===== config.mk =====
export PLATFORM = sky130hd
export DESIGN_NAME = flag_accum
export DESIGN_NICKNAME = d
export VERILOG_FILES = /design/src/rtl/flag_accum_pkg.sv /design/src/rtl/zeroparity.sv /design/src/rtl/flag_accum.sv
export SDC_FILE = /design/constraint.sdc
export NUM_CORES = 1
export LEC_CHECK = 0
export ABC_AREA = 1
export CAP_MARGIN = 20
export CELL_PAD_IN_SITES_DETAIL_PLACEMENT = 1
export CELL_PAD_IN_SITES_GLOBAL_PLACEMENT = 2
export CORE_ASPECT_RATIO = 0.9
export CORE_MARGIN = 3
export CORE_UTILIZATION = 21
export CTS_CLUSTER_DIAMETER = 150
export DETAILED_ROUTE_END_ITERATION = 7
export HOLD_SLACK_MARGIN = 0.15
export PLACE_DENSITY_LB_ADDON = 0.3
export SYNTH_ARGS = -nofsm -noshare
export SYNTH_HDL_FRONTEND = slang
export SYNTH_SLANG_ARGS = --single-unit

===== constraint.sdc =====
create_clock -name clk -period 2 [get_ports clk]
set_input_delay 0.6 -clock clk [delete_from_list [all_inputs] [get_ports clk]]
set_output_delay 0.6 -clock clk [all_outputs]
set_load 0.05 [all_outputs]

===== src/rtl/flag_accum_pkg.sv =====
// Shared types and fold helpers for the multi-byte zero/parity flag accumulator.
// Holds the FSM encoding and zeroparity mode codes used by flag_accum and zeroparity.
package flag_accum_pkg;

  typedef enum logic [1:0] {
    FA_IDLE  = 2'd0,
    FA_ACCUM = 2'd1,
    FA_DONE  = 2'd2
  } fa_state_e;

  localparam logic ZP_MODE_ZERO   = 1'b0;
  localparam logic ZP_MODE_PARITY = 1'b1;

  // Zero mode ANDs "byte is zero" terms; parity mode XORs byte parities.
  function automatic logic fold_acc(input logic mode, input logic acc, input logic q);
    logic res;
    if (mode == ZP_MODE_PARITY) begin
      res = acc ^ q;
    end else begin
      res = acc & q;
    end
    return res;
  endfunction

  function automatic logic acc_init(input logic mode);
    logic res;
    if (mode == ZP_MODE_PARITY) begin
      res = 1'b0;
    end else begin
      res = 1'b1;
    end
    return res;
  endfunction

endpackage


===== src/rtl/zeroparity.sv =====
// 8-bit zero/parity checker: q = (data == 0) in zero mode, q = odd parity of data in parity mode.
// Purely combinational; the accumulator folds q once per accepted byte.
module zeroparity
  import flag_accum_pkg::*;
(
  input  logic       mode,
  input  logic [7:0] data,
  output logic       q
);

  always_comb begin
    q = 1'b0;
    case (mode)
      ZP_MODE_ZERO:   q = (data == 8'h00);
      ZP_MODE_PARITY: q = ^data;
      default:        q = 1'b0;
    endcase
  end

endmodule


===== src/rtl/flag_accum.sv =====
// Multi-byte zero/parity flag accumulator; streams a 1..2^LEN_W byte word through zeroparity.
// Build option FLAG_ACCUM_DUAL_EN adds an opposite-mode checker driving flag_alt.
module flag_accum
  import flag_accum_pkg::*;
#(
  parameter int LEN_W = 2
) (
  input  logic             clk,
  input  logic             rst,
  input  logic             start,
  input  logic             mode,
  input  logic [LEN_W-1:0] len,
  input  logic             in_valid,
  input  logic [7:0]       in_data,
  output logic             in_ready,
  output logic             busy,
  output logic             flag,
  output logic             flag_valid,
  output logic             flag_alt
);

  fa_state_e        state_r;
  fa_state_e        state_next_s;
  logic             mode_r;
  logic [LEN_W-1:0] len_r;
  logic [LEN_W-1:0] cnt_r;
  logic             acc_r;
  logic             flag_r;
  logic             flag_valid_r;
  logic             in_ready_r;
  logic             busy_r;
  logic             q_s;
  logic             beat_s;

  zeroparity u_zp (
    .mode (mode_r),
    .data (in_data),
    .q    (q_s)
  );

  assign beat_s = in_valid && (state_r == FA_ACCUM);

  always_comb begin
    state_next_s = state_r;
    case (state_r)
      FA_IDLE: begin
        if (start) begin
          state_next_s = FA_ACCUM;
        end else begin
          state_next_s = FA_IDLE;
        end
      end
      FA_ACCUM: begin
        if (beat_s && (cnt_r == len_r)) begin
          state_next_s = FA_DONE;
        end else begin
          state_next_s = FA_ACCUM;
        end
      end
      FA_DONE: state_next_s = FA_IDLE;
      default: state_next_s = FA_IDLE;
    endcase
  end

  // in_ready/busy are registered from the next state so they line up with state_r.
  always_ff @(posedge clk) begin
    if (rst) begin
      state_r      <= FA_IDLE;
      in_ready_r   <= 1'b0;
      busy_r       <= 1'b0;
      flag_valid_r <= 1'b0;
    end else begin
      state_r      <= state_next_s;
      in_ready_r   <= (state_next_s == FA_ACCUM);
      busy_r       <= (state_next_s != FA_IDLE);
      flag_valid_r <= (state_r == FA_DONE);
    end
  end

  always_ff @(posedge clk) begin
    if (rst) begin
      mode_r <= ZP_MODE_ZERO;
      len_r  <= '0;
      cnt_r  <= '0;
      acc_r  <= 1'b0;
      flag_r <= 1'b0;
    end else begin
      case (state_r)
        FA_IDLE: begin
          if (start) begin
            mode_r <= mode;
            len_r  <= len;
            cnt_r  <= '0;
            acc_r  <= acc_init(mode);
          end
        end
        FA_ACCUM: begin
          if (beat_s) begin
            acc_r <= fold_acc(mode_r, acc_r, q_s);
            cnt_r <= cnt_r + LEN_W'(1);
          end
        end
        FA_DONE: flag_r <= acc_r;
        default: ;
      endcase
    end
  end

`ifdef FLAG_ACCUM_DUAL_EN
  logic q_alt_s;
  logic alt_acc_r;
  logic flag_alt_r;

  zeroparity u_zp_alt (
    .mode (~mode_r),
    .data (in_data),
    .q    (q_alt_s)
  );

  // Opposite-mode fold runs in lockstep with the main accumulator.
  always_ff @(posedge clk) begin
    if (rst) begin
      alt_acc_r  <= 1'b0;
      flag_alt_r <= 1'b0;
    end else begin
      case (state_r)
        FA_IDLE: begin
          if (start) begin
            alt_acc_r <= acc_init(~mode);
          end
        end
        FA_ACCUM: begin
          if (beat_s) begin
            alt_acc_r <= fold_acc(~mode_r, alt_acc_r, q_alt_s);
          end
        end
        FA_DONE: flag_alt_r <= alt_acc_r;
        default: ;
      endcase
    end
  end

  assign flag_alt = flag_alt_r;
`else
  assign flag_alt = 1'b0;
`endif

  assign in_ready   = in_ready_r;
  assign busy       = busy_r;
  assign flag       = flag_r;
  assign flag_valid = flag_valid_r;

endmodule


Word level (Yosys, flattened, before mapping)
Cells that the tools add are included.
{"block": "totals", "ff_bits": 12, "latch_bits": 0, "ram_bits": 0, "mem_bits_ro": 0, "inputBits": 15, "out_inout_bits": 5, "wordCells": 40, "mem_count": 0}
{"block": "classes", "add_sub_neg": 1, "mul": 0, "div": 0, "order_cmp": 0, "eq_ne": 6, "n_shift": 0, "muxes": 12, "bitwise_logic": 3, "n_reduce_logical": 9}
{"cell": "8-bit zero test", "count": 1}
{"cell": "2-bit one-hot mux with 2 select lines", "count": 2}
{"cell": "8-bit parity", "count": 1}
{"cell": "2-bit two-way mux", "count": 3}
{"cell": "1-bit two-way mux", "count": 5}
{"cell": "2-bit by 1-bit equality test with 1-bit output, second input constant", "count": 2}
{"cell": "2-bit != test, second input constant", "count": 2}
{"cell": "1-bit one-hot mux with 2 select lines", "count": 2}
{"cell": "2-bit nonzero test", "count": 2}
{"cell": "3-bit AND reduction", "count": 1}
{"cell": "2-bit by 1-bit adder with 2-bit output, second input constant", "count": 1}
{"cell": "2-bit equality test", "count": 1}
{"cell": "2-bit equality test, second input constant", "count": 1}
{"cell": "1-bit logical AND", "count": 2}
{"cell": "2-bit zero test", "count": 1}
{"cell": "2-bit AND reduction", "count": 1}
{"cell": "1-bit AND", "count": 1}
{"cell": "1-bit inverter", "count": 1}
{"cell": "1-bit XOR", "count": 1}

Longest topological paths before layout
Gate-level depths: netlist of the first run.
{"block": "logic_depth", "word_depth": 6, "mapped_depth": 13, "mapped_depth_nobuf": 13}

Modules after synthesis
From an unflattened synthesis of the first run, not the netlist that was laid out.
{"block": "hier_totals", "hier_cells": 107, "area_unflattened_um2": 725.7}
{"module": "flag_accum", "instances": 1, "cells_per_inst": 72, "area_each_um2": 556.8}
{"module": "zeroparity", "instances": 1, "cells_per_inst": 35, "area_each_um2": 168.9}

Worst setup path after synthesis of the first run
No wires, ideal clock.
{"block": "synth_path", "path_kind": "input -> register", "from": "in in_data[2]", "to": "reg acc_r", "setup_ns": 0.117, "t_arrival_ns": 1.871, "required_ns": 1.883, "setup_slack_ns": 0.012, "path_stages": 12, "n_path_buf": 0, "cell_sequence": "inv_1 > ha_1 > xnor2_1 > nor2_1 > o21ai_0 > ha_1 > inv_1 > nand2_1 > nand3_1 > o21ai_0 > nor2_1 > nor2_1"}
{"block": "synth_via", "elab_chain_cells": 6, "word_cells_on_any_way": 8, "classes_between": "mux: 4; bitwise: 2; reduce/logical: 2"}
{"element": "start: declaration", "line": "flag_accum.sv:14", "text": "input logic [7:0] in_data,"}
{"element": "8-bit parity or 8-bit zero test (tied branches)", "line": "zeroparity.sv:15, zeroparity.sv:14"}
{"element": "1-bit one-hot mux with 2 select lines (*)", "line": "zeroparity.sv:13", "text": "case (mode)"}
{"element": "1-bit AND or 1-bit XOR (tied branches)", "line": "flag_accum_pkg.sv:20, flag_accum_pkg.sv:18"}
{"element": "1-bit two-way mux (*)", "line": "flag_accum_pkg.sv:17", "text": "if (mode == ZP_MODE_PARITY) begin"}
{"element": "1-bit two-way mux (*)", "line": "flag_accum.sv:98", "text": "if (beat_s) begin"}
{"element": "1-bit one-hot mux with 2 select lines (*)", "line": "flag_accum.sv:88", "text": "case (state_r)"}
{"element": "end signal: assignment", "line": "flag_accum.sv:94", "text": "acc_r <= acc_init(mode);"}
{"element": "end signal: assignment", "line": "flag_accum.sv:99", "text": "acc_r <= fold_acc(mode_r, acc_r, q_s);"}
{"element": "end: declaration", "line": "flag_accum.sv:27", "text": "logic acc_r;"}
Mark *: on every way between the ends. The rest lies on a longest branch, timed or not. The select of a mux whose other input is x is not followed.
A chain may end at the register's enable or synchronous reset.

Worst setup path after layout of the first run
{"block": "layout_path", "from": "in in_data[6]", "to": "reg acc_r"}
Same word-level chain as after synthesis.

==> results.yml, run 1 <==
setup_path:
  required_ns: 2.18
  crit_path_max_fanout: 2
  r2r_cells: 10
  crit_arrival_ns: 2.08
  start_kind: "primary input"
  worstSetupPathType: "primary input to register"
  crit_path_end_kind: "register"
power_and_ir_drop:
  seqPwrFrac_pct: 44.1
  p_sw_w: 0.000201
  leakagePower_nw: 0.432
  finalPower_w: 0.000607
  cell_internal_pwr_w: 0.000407
  switching_share_pct: 33.0
  clockPowerShare_pct: 25.9
  ir_worst_vdd_v: 0.000262
  p_per_area_mw_per_mm2: 629
  combPwrFrac_pct: 29.9
sta:
  finalMaxSlewViolations: 0
  finalSetupViolations: 0
  rsz0062_at_grt: "false"
  max_freq_mhz: 526
  timing.final.crit_share_pct: 95.0
  period_needed_ns: 1.90
  skew_ns: 0.00471
  finalHoldViolCount: 0
die:
  die_h_microns: 59.3
  core-area_sq_mm: 0.00288
  die_area_sq_mm: 0.00387
  initial_utilization_pct: 23.0
  rows: 18
  ioPinCount: 20
  die_x_microns: 65.2
yosys:
  async_reset_ff_share_pct: 0
  synth_area_sq_um: 663
  yosys.area_share.simple_pct: 26.8
  muxShareOfSynthArea_pct: 0
  synthXorXnorAreaFrac_pct: 2.64
  synth_top_area_cell: "dfxtp_1"
  yosys_most_used_dff: "dfxtp_1"
  synth_nets: 112
  synth_top_family_by_area: "simple AND/OR/NAND/NOR gates"
  synth-compound-area-share_pct: 11.9
  synth_adder_area_share_pct: 9.43
  avgSynthCellArea_sq_um: 7.21
  syn_inst: 92
  synth-seq-cells: 12
  yosys_warnings: 0
  synth-edff-count: 0
  synth_top_area_share_pct: 36.2
  ys_seq_area_share_pct: 36.2
  synth.area.top_cells: "dfxtp_1 36%, inv_1 9.6%, nand2_1 9.6%, ha_1 9.4%, o21ai_0 5.3%"
  synth_cell_type_count: 19
routing:
  drt-total-wl_microns: 1570
  drtPass1Iterations: 2
  drtIter0Drc: 7
  viasPerCell: 4.08
  wl_per_cell_microns: 10.3
  vias: 624
  antenna_left: 0
  drc_errors: 0
placement:
  dpl.hpwl_microns: 1240
  postPlaceCellArea_sq_um: 883
  place_congestion: 0.698
  portBuffers: 18
cells_and_area:
  diodes: 0
  nets: 135
  area_growth_pct: 45.7
  drive_above_1_share_pct: 28.3
  fin_area_sq_um: 966
min_path:
  hold_depth: 2
  hp-class: "register to register"
global_route:
  groute.usage.overall_pct: 9.26
  grt_pass1_wl_microns: 2620
  grt_max_degree: 10
  globalRoute.totalOverflow: 0
  first_global_vias: 596
  grt_antenna_before_repair: 0
clock_tree:
  clock_latency_ns: 0.29
  ctsHoldBuffers: 0
  tritoncts: "yes"
  root_buffer: "clkbuf_4"
  cts_made_buffers: 3
  clock-sinks: 12
  path_clk_slew_ns: 0.07
  clockBufferDepth: 2
  h-tree-depth: 1
  post_cts_buffers: 0
outcome:
  status: "finished, final reports clean"
run:
  drv_cap: 0
==> timing repair <==
| action | CTS | global route |
|---|---|---|
| endpoints found under the setup margin | 1 | 1 |
| gates resized for setup | 24 | 2 |
| hold endpoints to repair | 0 | 0 |
| pin swaps | 9 | 9 |
==> placed cells by master (no fill, tap or decap), types with 2 or more instances in the layout <==
cell type	synthesis	layout
nand2_2	2	2
dfxtp_1	12	12
o21ai_0	7	5
inv_2	3	11
dlygate4sd2_1	0	7
nand2_1	17	17
buf_4	1	5
inv_1	17	9
ha_4	0	4
clkdlybuf4s50_1	0	6
nand3_1	4	4
a21oi_1	6	6
o21ai_1	1	2
xnor2_2	0	2
clkbuf_4	0	3
nor2_1	9	9
==> synth_stat cells (2+ instances only) <==
cell type  instances
a21oi_1            6
dfxtp_1           12
ha_1               5
inv_1             17
inv_2              3
nand2_1           17
nand2_2            2
nand3_1            4
nor2_1             9
o21ai_0            7
xnor2_1            2
==> worst max-delay path, cell delays in order <==
cell	delay, ns
dlygate4sd2_1	0.24
inv_2	0.06
ha_4	0.20
xnor2_2	0.18
nand2_1	0.07
nand2_1	0.07
o21ai_2	0.05
ha_1	0.26
inv_1	0.05
nand2_1	0.04
nand3_1	0.08
o21ai_1	0.06
nor2_1	0.08
nor2_1	0.04
==> through the flow <==
step           utilization [%]  TNS [ns]  hold slack [ns]  worst slack [ns]  std cells
4_1_cts                   33.5         0            0.468            0.0128        153
3_3_place_gp              30.6    -0.568            0.452            -0.568        150
6_report                  33.5         0            0.463            0.0996        153
5_1_grt                   33.5         0            0.509           0.00315        153
3_5_place_dp              30.6    -0.635            0.458            -0.635        150
2_1_floorplan                -         0            0.444            0.0122         92
==> layout make-up <==
type | instances | area, sq um
Tap cell | 40 | 50.0
Timing Repair Buffer | 19 | 169
Inverter | 20 | 75.1
Fill cell | 377 | 1920
Clock buffer | 3 | 22.5
Sequential cell | 12 | 240
Multi-Input combinational cell | 59 | 409
==> worst paths after layout <==
check / start / endpoint / slack (ns)
setup / recovery: in_data[6] / acc_r / 0.1
hold / removal: flag / flag / 0.46
setup reg to reg: mode_r / acc_r / 0.71
hold reg to reg: flag / flag / 0.46
==> registers in the layout, indices dropped and copies added, names as in the netlist <==
signal / cells
cnt_r: 2
flag: 1
in_ready: 1
flag_valid: 1
busy: 1
len_r: 2
acc_r: 1
mode_r: 1
state_r: 2
==> power by group through the flow <==
stage          Clock (W)  Combinational (W)  Sequential (W)
3_3_place_gp           0           0.000162        0.000273
6_report        0.000158           0.000182        0.000268
2_1_floorplan          0          0.0000929        0.000286
5_1_grt         0.000172           0.000203        0.000271
3_5_place_dp           0           0.000165        0.000274
4_1_cts         0.000164           0.000184        0.000268
==> cells by family (layout without fill, tap and decap cells) <==
group	Yosys count	count (layout)
buf+inv	21	42
flops	12	12
xor+xnor	2	2
other cells	1	1
compound gates	15	15
simple gates	36	36
fa+ha+maj	5	5
==> layer usage <==
layer  vias up  wire, microns  global-route usage (%)  part of all wire (%)
li1        324              -                       -                     -
met5         -              0                       0                     0
met4         0             43                    6.21                   2.7
met3         4            102                    3.61                   6.5
met2        13            651                    13.0                    41
met1       283            772                    11.7                    49
Power figures use the tool's default switching activity.
==> run 2: changes to the inputs <==
--- a/config.mk
+++ b/config.mk
@@ -14,6 +14,7 @@
 export CORE_UTILIZATION = 21
 export CTS_CLUSTER_DIAMETER = 150
 export DETAILED_ROUTE_END_ITERATION = 7
+export GPL_ROUTABILITY_DRIVEN = 0
 export HOLD_SLACK_MARGIN = 0.15
 export PLACE_DENSITY_LB_ADDON = 0.3
 export SYNTH_ARGS = -nofsm -noshare
==> results of run 2 <==
The final DEF is identical to that of run 1; final timing and power are the same.
